File: config.mk
export PLATFORM = sky130hd
export DESIGN_NAME = muller_bank_sync
export DESIGN_NICKNAME = d
export VERILOG_FILES = /design/src/rtl/muller_bank_sync.sv
export SDC_FILE = /design/constraint.sdc
export NUM_CORES = 1
export LEC_CHECK = 0
export ABC_CLOCK_PERIOD_IN_PS = 4200
export CAP_MARGIN = 20
export CORE_MARGIN = 2
export CORE_UTILIZATION = 40
export DETAILED_ROUTE_END_ITERATION = 6
export GPL_ROUTABILITY_DRIVEN = 0
export GPL_TIMING_DRIVEN = 0
export MAX_ROUTING_LAYER = met4
export REMOVE_ABC_BUFFERS = 1
export SLEW_MARGIN = 5
export SYNTH_ARGS = -nofsm -noshare
export SYNTH_HDL_FRONTEND = slang
export SYNTH_SLANG_ARGS = --single-unit
File: constraint.sdc
create_clock -name clk -period 4.2 [get_ports clk]
set_input_delay 0.84 -clock clk [delete_from_list [all_inputs] [get_ports clk]]
set_output_delay 0.84 -clock clk [all_outputs]
set_load 0.005 [all_outputs]
File: src/rtl/muller_bank_sync.sv
// Bank of W clocked N-input Muller C-elements with completion flags, 4-phase cycle counter and
// per-channel disagreement watchdog. Latency 1 clk (3 clk with MULLER_SYNC_EN); no backpressure.
module muller_bank_sync #(
  parameter int            W    = 4,
  parameter int            N    = 2,
  parameter logic [W-1:0]  INIT = '0,
  parameter int            TMO  = 16,
  parameter int            CW   = 8
) (
  input  logic            clk,
  input  logic            rst,
  input  logic [W*N-1:0]  in,
  input  logic            clr_err,
  output logic [W-1:0]    z,
  output logic [W-1:0]    z_rise,
  output logic [W-1:0]    z_fall,
  output logic            all_set,
  output logic            all_clr,
  output logic [CW-1:0]   cnt,
  output logic [W-1:0]    err
);

  localparam logic [15:0] TMO_W  = 16'(TMO);
  localparam logic [15:0] TMO_M1 = 16'(TMO - 1);

  typedef enum logic {WAIT_SET = 1'b0, WAIT_CLR = 1'b1} state_t;

  logic [W*N-1:0] in_s;

`ifdef MULLER_SYNC_EN
  // Two-flop synchroniser per input bit; inputs may be asynchronous to clk.
  logic [W*N-1:0] sync1, sync2;

  always_ff @(posedge clk) begin
    if (rst) begin
      sync1 <= '0;
      sync2 <= '0;
    end else begin
      sync1 <= in;
      sync2 <= sync1;
    end
  end

  assign in_s = sync2;
`else
  assign in_s = in;
`endif

  logic [W-1:0] ch_one, ch_zero, ch_mix, z_nxt, err_set;
  logic [15:0]  wd [W];
  state_t       state, state_nxt;
  logic         cnt_inc;

  always_comb begin
    ch_one  = '0;
    ch_zero = '0;
    ch_mix  = '0;
    err_set = '0;
    for (int c = 0; c < W; c++) begin
      ch_one[c]  = &in_s[c*N +: N];
      ch_zero[c] = ~|in_s[c*N +: N];
      ch_mix[c]  = ~(ch_one[c] | ch_zero[c]);
      err_set[c] = ch_mix[c] && (wd[c] == TMO_M1);
    end
    z_nxt = (z & ~ch_zero) | ch_one;
  end

  always_ff @(posedge clk) begin
    if (rst) begin
      z       <= INIT;
      z_rise  <= '0;
      z_fall  <= '0;
      all_set <= &INIT;
      all_clr <= ~|INIT;
    end else begin
      z       <= z_nxt;
      z_rise  <= z_nxt & ~z;
      z_fall  <= ~z_nxt & z;
      all_set <= &z_nxt;
      all_clr <= ~|z_nxt;
    end
  end

  // Cycle FSM looks at next-state z so the count lands on the same edge as the all-zero z.
  always_ff @(posedge clk) begin
    if (rst) state <= WAIT_SET;
    else     state <= state_nxt;
  end

  always_comb begin
    state_nxt = state;
    case (state)
      WAIT_SET: if (&z_nxt)  state_nxt = WAIT_CLR;
      WAIT_CLR: if (~|z_nxt) state_nxt = WAIT_SET;
      default:               state_nxt = WAIT_SET;
    endcase
  end

  always_comb begin
    cnt_inc = (state == WAIT_CLR) && (~|z_nxt);
  end

  always_ff @(posedge clk) begin
    if (rst)          cnt <= '0;
    else if (cnt_inc) cnt <= cnt + CW'(1);
  end

  always_ff @(posedge clk) begin
    if (rst) begin
      for (int c = 0; c < W; c++) wd[c] <= '0;
      err <= '0;
    end else begin
      for (int c = 0; c < W; c++) begin
        if (!ch_mix[c])          wd[c] <= '0;
        else if (wd[c] != TMO_W) wd[c] <= wd[c] + 16'd1;
      end
      // A fresh set beats a simultaneous clear.
      err <= (err & ~{W{clr_err}}) | err_set;
    end
  end

endmodule
==> reports/qor.txt, run 1 <==
Post-Syn Instances -> 478
Clk pwr share -> 0.429
Synth Flop Type -> edfxtp_1
Cell variety after synth -> 42
sw frac -> 0.220
crit path from -> rst
port buffer count -> 36
Initial Util -> 0.413
asr flop ratio synth -> 0
fmax -> 0.354 GHz
Layout area overhead -> 17.5%
grt total ovfl -> 0
Reg-to-Reg End -> wd[0][1]
# setup viols final -> 0
io pins -> 37
drc violations -> 5
post-route non-filler standard cell count -> 664
Post-synth EDFFs -> 64
Hold WC Path Type -> flip-flop to flip-flop
critical path's top delay family -> simple AND/OR/NAND/NOR gates
Crit Path Category -> input port to flip-flop
RSZ-0062 raised after global routing -> false
Synth Cell Area -> 4750 sq um
CP Max Fanout -> 23
worst slew pin tran -> 858 ps
Leak Pwr -> 0.00189 uW
H-tree depth -> 3
internal reg-to-reg setup slack -> 1830 ps
clk_lat worst skew -> 340 ps
Fin. Hold Viols -> 0
core area -> 11,500 sq um
Seq pwr share -> 0.518
Tcrit/Tclk final -> 0.673
Iter 0 DRT Violations -> 245
WL final -> 9590 microns
CTS resizes -> 0
Syn Area/Cell -> 9.95 sq um
Setup Skew -> 10.4 ps
global-route wire length before repair -> 16,200 microns
crit start category -> input port
Worst EP arrival -> 2690 ps
worst vdd ir -> 0.186 mV
CTS max path bufs -> 2
sequential area share after synthesis -> 0.518
CTS tree -> yes
First-pass DRT Iterations -> 6
Total GRT Usage -> 0.162
Clock Sinks -> 91
Root Driver -> clkbuf_16
Net count, final -> 544
crit path to -> wd[2][10]
Slew Viols, Final -> 0
count of cell instances traversed by the critical path -> 5
Inserted Clock Buffers -> 9
Die Y -> 113 microns
Critical Path End Type -> flip-flop
Yosys reg bits -> 91
failing checks -> design-rule violations
vias in the first global route -> 3,416
post-DR wirelength/cell -> 14.4 microns
switching power total -> 412 uW
worst path cell trace -> clkdlybuf4s50_1 -> buf_16 -> nand2b_1 -> nor2_1 -> nand3_1
Gate power share -> 0.052
layout cells sized above 1 -> 0.0403
Slew headroom -> 0.425
launching point of the worst reg2reg path -> wd[0][9]
Critical Path RT -> 4060 ps
postcts setup bufs -> 0
Inserted Diodes -> 0
status -> finished, violations left
CTS Hold Bufs -> 0
Pint -> 1460 uW
initial antenna violation count -> 0
synth warn -> 0
PwrDens -> 336 nW/um^2
post-route ant nets -> 0
Die Wd -> 113 microns
clock transition at the registers of the reported paths -> 60 ps
WP buf/inv -> 2
max-cap viol count -> 0
FP Rows -> 39
reg2reg path depth -> 4
vias per cell -> 5.28
post-route setup TNS -> 0 ps
crit path time final -> 2830 ps
placed cell count -> 646
Detailed Place HPWL -> 6550 microns
pin count of the biggest net entering global routing -> 32
Die ar. -> 12,800 sq um
via count -> 3,506
CP max-delay cell -> clkdlybuf4s50_1
CP peak stage delay -> 630 ps
-- worst register-to-register path: stages (launching register included) --
cell,delay [ps]
edfxtp_1,440
nor4_1,390
nand3_1,170
nor3b_1,300
nand3_1,610
-- state kept, by name (all words and copies together) (netlist names), 4 cells and up --
register,cells
z_fall,4
err,4
z_rise,4
cnt,8
wd,64
z,4
-- how the worst min path moves through the flow --
stage                       from     end  depth (start not counted)
after floorplan           err[3]  err[3]                          2
after global placement    err[3]  err[3]                          2
after detailed placement  err[3]  err[3]                          2
after CTS                 err[3]  err[3]                          2
after global routing      err[2]  err[2]                          1
final                     err[3]  err[3]                          2
-- synth_stat cells (2+ instances only) --
library cell | instances | area (sq um)
nor4_1 | 26 | 163
nor3_1 | 26 | 130
nand3b_1 | 2 | 15.0
nor4b_1 | 2 | 17.5
nand2b_1 | 7 | 43.8
a21oi_1 | 13 | 65.1
edfxtp_1 | 64 | 1920
nor2b_1 | 5 | 31.3
ha_1 | 17 | 213
xnor2_1 | 47 | 412
nand4_1 | 18 | 113
and3_1 | 3 | 18.8
dfxtp_1 | 27 | 541
inv_1 | 35 | 131
nand2_1 | 23 | 86.3
xor2_1 | 6 | 52.6
nor2_1 | 77 | 289
nand3_1 | 27 | 135
nor3b_1 | 6 | 45.0
or3_1 | 3 | 18.8
clkbuf_1 | 8 | 30.0
a22o_1 | 2 | 17.5
or4_1 | 7 | 52.6
nor4bb_1 | 2 | 20.0
o31ai_1 | 5 | 37.5
o21ai_0 | 4 | 20.0
-- layout make-up --
| type | instances | area, sq um |
|---|---|---|
| multi-input cells | 341 | 2120 |
| well taps | 143 | 179 |
| clock inverters | 4 | 27.5 |
| clock buffers | 12 | 269 |
| inverters | 35 | 131 |
| repair buffers | 38 | 399 |
| flip-flops and latches | 91 | 2460 |
| fillers | 1087 | 5930 |
-- layer usage --
layer	vias to the layer above	part of all wire	GRT usage
li1	1801	-	-
met1	1645	0.52	0.221
met2	54	0.44	0.243
met3	6	0.036	0.0391
met4	0	0.0085	0.0415
met5	-	0	-
-- stage by stage --
step	area (sq um)	setup WS (ps)	hold WS [ps]	power (uW)	util
after global placement	5250	686	467	1080	0.456
after detailed placement	5250	632	471	1090	0.456
after global routing	5590	1170	502	1950	0.485
after CTS	5550	1000	482	1890	0.482
final	5590	1370	472	1880	0.485
after floorplan	4710	1950	444	1040	-
-- kinds of logic (layout without fill, tap and decap cells) --
| group | after synthesis | count (layout) | synth area share |
|---|---|---|---|
| buffers and inverters | 46 | 89 | 0.0368 |
| DFF | 91 | 91 | 0.518 |
| xor gates and xnor gates | 53 | 53 | 0.0976 |
| muxes | 1 | 1 | 0.00237 |
| adders and majority gates | 17 | 17 | 0.0447 |
| AOI/OAI and AO/OA | 30 | 30 | 0.0395 |
| and+or+nand+nor | 240 | 240 | 0.261 |
-- cells in the final DEF (no fill, tap or decap), types with 4 or more instances in the layout --
cell / n
nor2_1: 77
edfxtp_1: 64
xnor2_1: 47
clkdlybuf4s50_1: 36
inv_1: 35
nand3_1: 27
dfxtp_1: 27
nor4_1: 26
nor3_1: 26
nand2_1: 23
nand4_1: 18
ha_1: 17
a21oi_1: 13
clkbuf_16: 10
nand2b_1: 7
or4_1: 7
nor3b_1: 6
xor2_1: 6
nor2b_1: 5
o31ai_1: 5
o21ai_0: 4
-- power groups by stage --
stage | Combinational [uW] | Clock [uW] | Sequential, uW
after floorplan | 48.1 | 0 | 990
after global placement | 92.4 | 0 | 992
after detailed placement | 94.1 | 0 | 993
after CTS | 94.7 | 823 | 973
after global routing | 112 | 863 | 974
final | 98.2 | 806 | 973
Note: power is estimated with default switching activity, not from simulation.
==> inputs of run 2 (changes only) <==
Settings changed: ABC_CLOCK_PERIOD_IN_PS 4200 to 2500.
Clock period 4.2 ns to 2.5 ns, I/O delays scaled along.
==> run 2 against run 1 <==
The run still ends with design-rule violations left. Combinational power up 70%. First-iteration DRC count decreased by 2.4%. Global-route usage hardly changed. Highest routed layer unchanged. Clock-buffer cell count stayed put.
==> reports/qor.txt, run 2 (synthesized netlist as in run 1, its figures left out) <==
status -> finished, violations left
failing checks -> design-rule violations
CP max-delay cell -> nand3_1
fmax -> 0.424 GHz
Top reg by flops -> wd
max-cap viol count -> 0 (unchanged)
Critical Path RT -> 2370 ps (-1690 ps)
crit path to -> wd[0][1]
H-tree depth -> 3 (unchanged)
Initial Util -> 0.413 (unchanged)
CP dominant cell by count -> nand3_1
clk_lat worst skew -> 340 ps (about the same)
Inserted Clock Buffers -> 9 (unchanged)
CTS tree -> yes
Layout area overhead -> 17.7%
Tcrit/Tclk final -> 0.942
port buffer count -> 36 (unchanged)
worst slew pin tran -> 804 ps (-54.2 ps)
post-route non-filler standard cell count -> 667 (+0.45%)
top flop regs -> wd (64), cnt (8)
Hold WC Path Type -> flip-flop to flip-flop
crit path from -> wd[0][6]
layout cells sized above 1 -> 0.0477 (+0.00740)
max FFs per register -> 64 (unchanged)
Clock Sinks -> 91 (unchanged)
pin count of the biggest net entering global routing -> 32 (unchanged)
drc violations -> 5 (unchanged)
Leak Pwr -> 0.00191 uW (+0.56%)
grt total ovfl -> 0 (unchanged)
commonest non-fill, non-tap cell in the layout -> nor2_1
Slew Viols, Final -> 0 (unchanged)
Fin. Hold Viols -> 0 (unchanged)
reg2reg path depth -> 4 (unchanged)
Inserted Diodes -> 0 (unchanged)
PwrDens -> 564 nW/um^2 (+68%)
worst vdd ir -> 0.313 mV (+69%)
pre-CTS WS -> -728 ps (-1360 ps)
global-route wire length before repair -> 16,200 microns (-0.12%)
CTS Hold Bufs -> 0 (unchanged)
Setup WS post-layout -> 144 ps (-1230 ps)
Crit Path Category -> flip-flop to flip-flop
post-route ant nets -> 0 (unchanged)
CTS max path bufs -> 2 (unchanged)
RSZ-0062 raised after global routing -> false
Net count, final -> 547 (+0.55%)
crit path time final -> 2360 ps
core area -> 11,500 sq um (unchanged)
Total GRT Usage -> 0.161 (-0.000235)
Slew headroom -> 0.462 (+0.0376)
Reg-to-Reg End -> wd[0][1]
Iter 0 DRT Violations -> 239 (-2.4%)
WL final -> 9590 microns (about the same)
launching point of the worst reg2reg path -> wd[0][6]
internal reg-to-reg setup slack -> 140 ps (-1690 ps)
Critical Path End Type -> flip-flop
clock transition at the registers of the reported paths -> 70 ps (about the same)
CP Max Fanout -> 16 (-30%)
via count -> 3,539 (+0.94%)
commonest cells after routing, fill and taps aside -> nor2_1 (77), edfxtp_1 (64), xnor2_1 (47)
Tot Pwr -> 3150 uW (+68%)
Setup Skew -> 10.6 ps (+0.242 ps)
worst path cell trace -> nor4_1 -> nand3_1 -> nor3b_1 -> nand3_1
Root Driver -> clkbuf_16
crit start category -> flip-flop
Die ar. -> 12,800 sq um (unchanged)
CP peak stage delay -> 610 ps (-20 ps)
Detailed Place HPWL -> 6550 microns (unchanged)
io pins -> 37 (unchanged)
vias in the first global route -> 3,408 (-0.23%)
placed cell count -> 646 (unchanged)
Die Y -> 113 microns (unchanged)
Worst EP arrival -> 2230 ps (-460 ps)
Die Wd -> 113 microns (unchanged)
FP Rows -> 39 (unchanged)
First-pass DRT Iterations -> 6 (unchanged)
initial antenna violation count -> 0 (unchanged)
# setup viols final -> 0 (unchanged)
vias per cell -> 5.31 (+0.49%)
post-DR wirelength/cell -> 14.4 microns (-0.51%)
==> run 2: cell types whose count changed in the layout (fill, tap and decap cells not counted) <==
cell             delta
buf_4               +3
buf_16              -1
buf_8               +1
clkdlybuf4s50_1     -1
dlygate4sd2_1       +1
nand2_1             -1
nand2_2             +1
==> run 2: what timing repair did <==
| action | in CTS | in global routing |
|---|---|---|
| endpoints found under the setup margin | 82 | 38 |
| pin swaps | 0 | 1 |
| setup buffers | 0 | 3 |
| gates resized for setup | 1 | 1 |
==> run 2: per-stage QoR <==
stage	util	setup TNS, ps	hold slack, ps	cell area [sq um]
after floorplan	-	0	444	4710
after global placement	0.456	-61290	467	5250
after detailed placement	0.456	-62210	471	5250
after CTS	0.482	0	482	5550
after global routing	0.486	0	502	5600
final	0.486	0	470	5600
==> run 2: report_power, final <==
| part | switching (uW) | internal, uW |
|---|---|---|
| sequential | 19.0 | 1620 |
| combinational | 93.0 | 74.1 |
| clock | 581 | 772 |
==> run 2: cell type report <==
type | instances | area (sq um)
flip-flops and latches | 91 | 2460
well taps | 143 | 179
clock buffers | 12 | 269
fillers | 1089 | 5920
inverters | 35 | 131
repair buffers | 41 | 408
multi-input cells | 341 | 2120
clock inverters | 4 | 27.5
==> run 2: worst min path at each step <==
stage | slack, ps | cells past startpoint | endpoint | start
floorplan | 440 | 2 | err[3] | err[3]
CTS | 480 | 2 | err[3] | err[3]
global route | 500 | 1 | err[2] | err[2]
detailed placement | 470 | 2 | err[3] | err[3]
finish | 470 | 2 | err[3] | err[3]
global placement | 470 | 2 | err[3] | err[3]
==> run 2: critical path: cells and delay by family, from the launching register on <==
family,cells,cell delay (ps)
flip-flops,1,470
AND/OR/NAND/NOR,4,1420
==> run 2: layer usage <==
layer / track usage / vias to the layer above / share of wire / wire, microns
li1: - / 1800 / - / -
met1: 0.220 / 1669 / 0.51 / 4880
met2: 0.243 / 64 / 0.44 / 4220
met3: 0.0391 / 6 / 0.043 / 410
met4: 0.0415 / 0 / 0.0086 / 82
met5: - / - / 0 / 0
==> inputs of run 3 (changes only) <==
Settings changed: CAP_MARGIN 20 to not set, REMOVE_ABC_BUFFERS 1 to not set.
==> run 3 against run 2 <==
The flow still finishes with violations (design-rule violations). Sequential cell count is the same. Combinational power down 2%. Worst hold slack improved by 12 ps. Global-route usage decreased by 0.074 points. Utilization hardly changed. Final cell count up 1.2%. Sequential share of layout area barely moved. Critical path type is now input port to flip-flop. Critical endpoint is now wd[2][7]. Highest routed layer unchanged.
==> reports/qor.txt, run 3 (synthesized netlist as in run 1, its figures left out) <==
First-pass DRT Iterations -> 7 (+1)
RSZ-0062 raised after global routing -> false
CP Max Fanout -> 16 (unchanged)
register area -> 2460 sq um (unchanged)
crit start category -> input port
pre-CTS WS -> -483 ps (+244 ps)
Slew headroom -> 0.476 (+0.0141)
max FFs per register -> 64 (unchanged)
core area -> 11,500 sq um (unchanged)
Setup Skew -> 8.68 ps (-1.94 ps)
met1 Track Usage GR -> 0.210 (-0.0101)
post-route non-filler standard cell count -> 675 (+1.2%)
H-tree depth -> 3 (unchanged)
crit path time final -> 2330 ps (-29.6 ps)
Inserted Clock Buffers -> 9 (unchanged)
met2 track demand over resource -> 0.242 (-0.000798)
clock transition at the registers of the reported paths -> 60 ps (about the same)
Inserted Diodes -> 0 (unchanged)
Crit Path Category -> input port to flip-flop
CTS max path bufs -> 2 (unchanged)
Die Wd -> 113 microns (unchanged)
final core occ -> 0.486 (about the same)
Critical Path RT -> 2360 ps (about the same)
GR met3 Demand/Resource -> 0.0262 (-0.0129)
worst vdd ir -> 0.285 mV (-9.0%)
Layout area overhead -> 17.6% (about the same)
Clock Sinks -> 91 (unchanged)
worst slew pin tran -> 783 ps (-21.0 ps)
status -> finished, violations left
commonest cells after routing, fill and taps aside -> nor2_1 (77), edfxtp_1 (64), xnor2_1 (47)
Total GRT Usage -> 0.161 (-0.000743)
Initial Util -> 0.413 (unchanged)
placed cell count -> 657 (+1.7%)
# setup viols final -> 0 (unchanged)
post-DR wirelength/cell -> 13.9 microns (-3.5%)
Synthesized Nets -> 506
Setup WS post-layout -> 174 ps (+29.6 ps)
WL final -> 9360 microns (-2.4%)
CTS Hold Bufs -> 0 (unchanged)
vias per cell -> 5.31 (about the same)
Top reg by flops -> wd
PwrDens -> 550 nW/um^2 (-2.4%)
grt total ovfl -> 0 (unchanged)
multi-input logic area -> 2120 sq um (+0.12%)
Iter 0 DRT Violations -> 278 (+16%)
FILL cells -> 1,075 (-1.3%)
Tcrit/Tclk final -> 0.931 (-0.0118)
clk_lat worst skew -> 340 ps (about the same)
Die ar. -> 12,800 sq um (unchanged)
Detailed Place HPWL -> 6620 microns (+1.1%)
Critical Path End Type -> flip-flop
via count -> 3,584 (+1.3%)
internal reg-to-reg setup slack -> 250 ps (+110 ps)
layout cells sized above 1 -> 0.0414 (-0.00636)
initial antenna violation count -> 0 (unchanged)
Die Y -> 113 microns (unchanged)
post-route setup TNS -> 0 ps (unchanged)
CTS tree -> yes
Root Driver -> clkbuf_16
vias in the first global route -> 3,506 (+2.9%)
Net count, final -> 555 (+1.5%)
FP Rows -> 39 (unchanged)
commonest non-fill, non-tap cell in the layout -> nor2_1
post-route ant nets -> 0 (unchanged)
io pins -> 37 (unchanged)
pin count of the biggest net entering global routing -> 17 (-47%)
max-cap viol count -> 0 (unchanged)
Slew Viols, Final -> 0 (unchanged)
drc violations -> 5 (unchanged)
fmax -> 0.430 GHz (+1.3%)
Hold WC Path Type -> flip-flop to flip-flop
top flop regs -> wd (64), cnt (8)
busiest layer in global routing -> met2
Worst EP arrival -> 2190 ps (-40 ps)
global-route wire length before repair -> 16,400 microns (+0.93%)
Leak Pwr -> 0.00189 uW (-0.67%)
port buffer count -> 36 (unchanged)
failing checks -> design-rule violations
Fin. Hold Viols -> 0 (unchanged)
-- run 3: repair_timing --
| item | in CTS | in global routing |
|---|---|---|
| gates resized for setup | 0 | 1 |
| endpoints found under the setup margin | 16 | 16 |
| setup buffers | 2 | 0 |
| cloned | 0 | 0 |
-- run 3: worst paths after layout --
check | cells after the start | end | startpoint
hold / removal | 1 | z_rise[0] | z[0]
setup reg to reg | 4 | wd[1][4] | wd[1][11]
hold reg to reg | 1 | z_rise[0] | z[0]
setup / recovery | 6 | wd[2][7] | in[4]
-- run 3: worst max-delay path, stage by stage --
cell             delay [ps]
clkdlybuf4s50_1         500
inv_1                    50
ha_1                    290
nand2b_1                110
nor2_1                  160
nand3_1                 570
-- run 3: metrics by stage --
step | total power [uW] | hold WS [ps] | instance area [sq um]
2_1_floorplan | 1750 | 444 | 4750
3_3_place_gp | 1830 | 474 | 5290
3_5_place_dp | 1830 | 474 | 5290
4_1_cts | 3110 | 485 | 5590
5_1_grt | 3200 | 520 | 5590
6_report | 3080 | 482 | 5590
-- run 3: routing by layer --
metal | wire length (microns) | up-vias
li1 | - | 1814
met5 | 0 | -
met3 | 392 | 17
met2 | 4230 | 65
met1 | 4510 | 1688
met4 | 221 | 0
-- run 3: power breakdown --
part / switching, uW / leakage, uW / internal [uW]
Clock: 553 / 0.000142 / 727
Combinational: 92.8 / 0.000744 / 70.1
Sequential: 17.0 / 0.00101 / 1620
Total: 662 / 0.00189 / 2410
-- run 3: cell type report --
cell class / count / area share
flip-flops and latches: 91 / 0.440
multi-input cells: 341 / 0.379
repair buffers: 38 / 0.0671
clock buffers: 11 / 0.0454
well taps: 143 / 0.0320
inverters: 35 / 0.0235
plain buffers: 11 / 0.00783
clock inverters: 5 / 0.00447
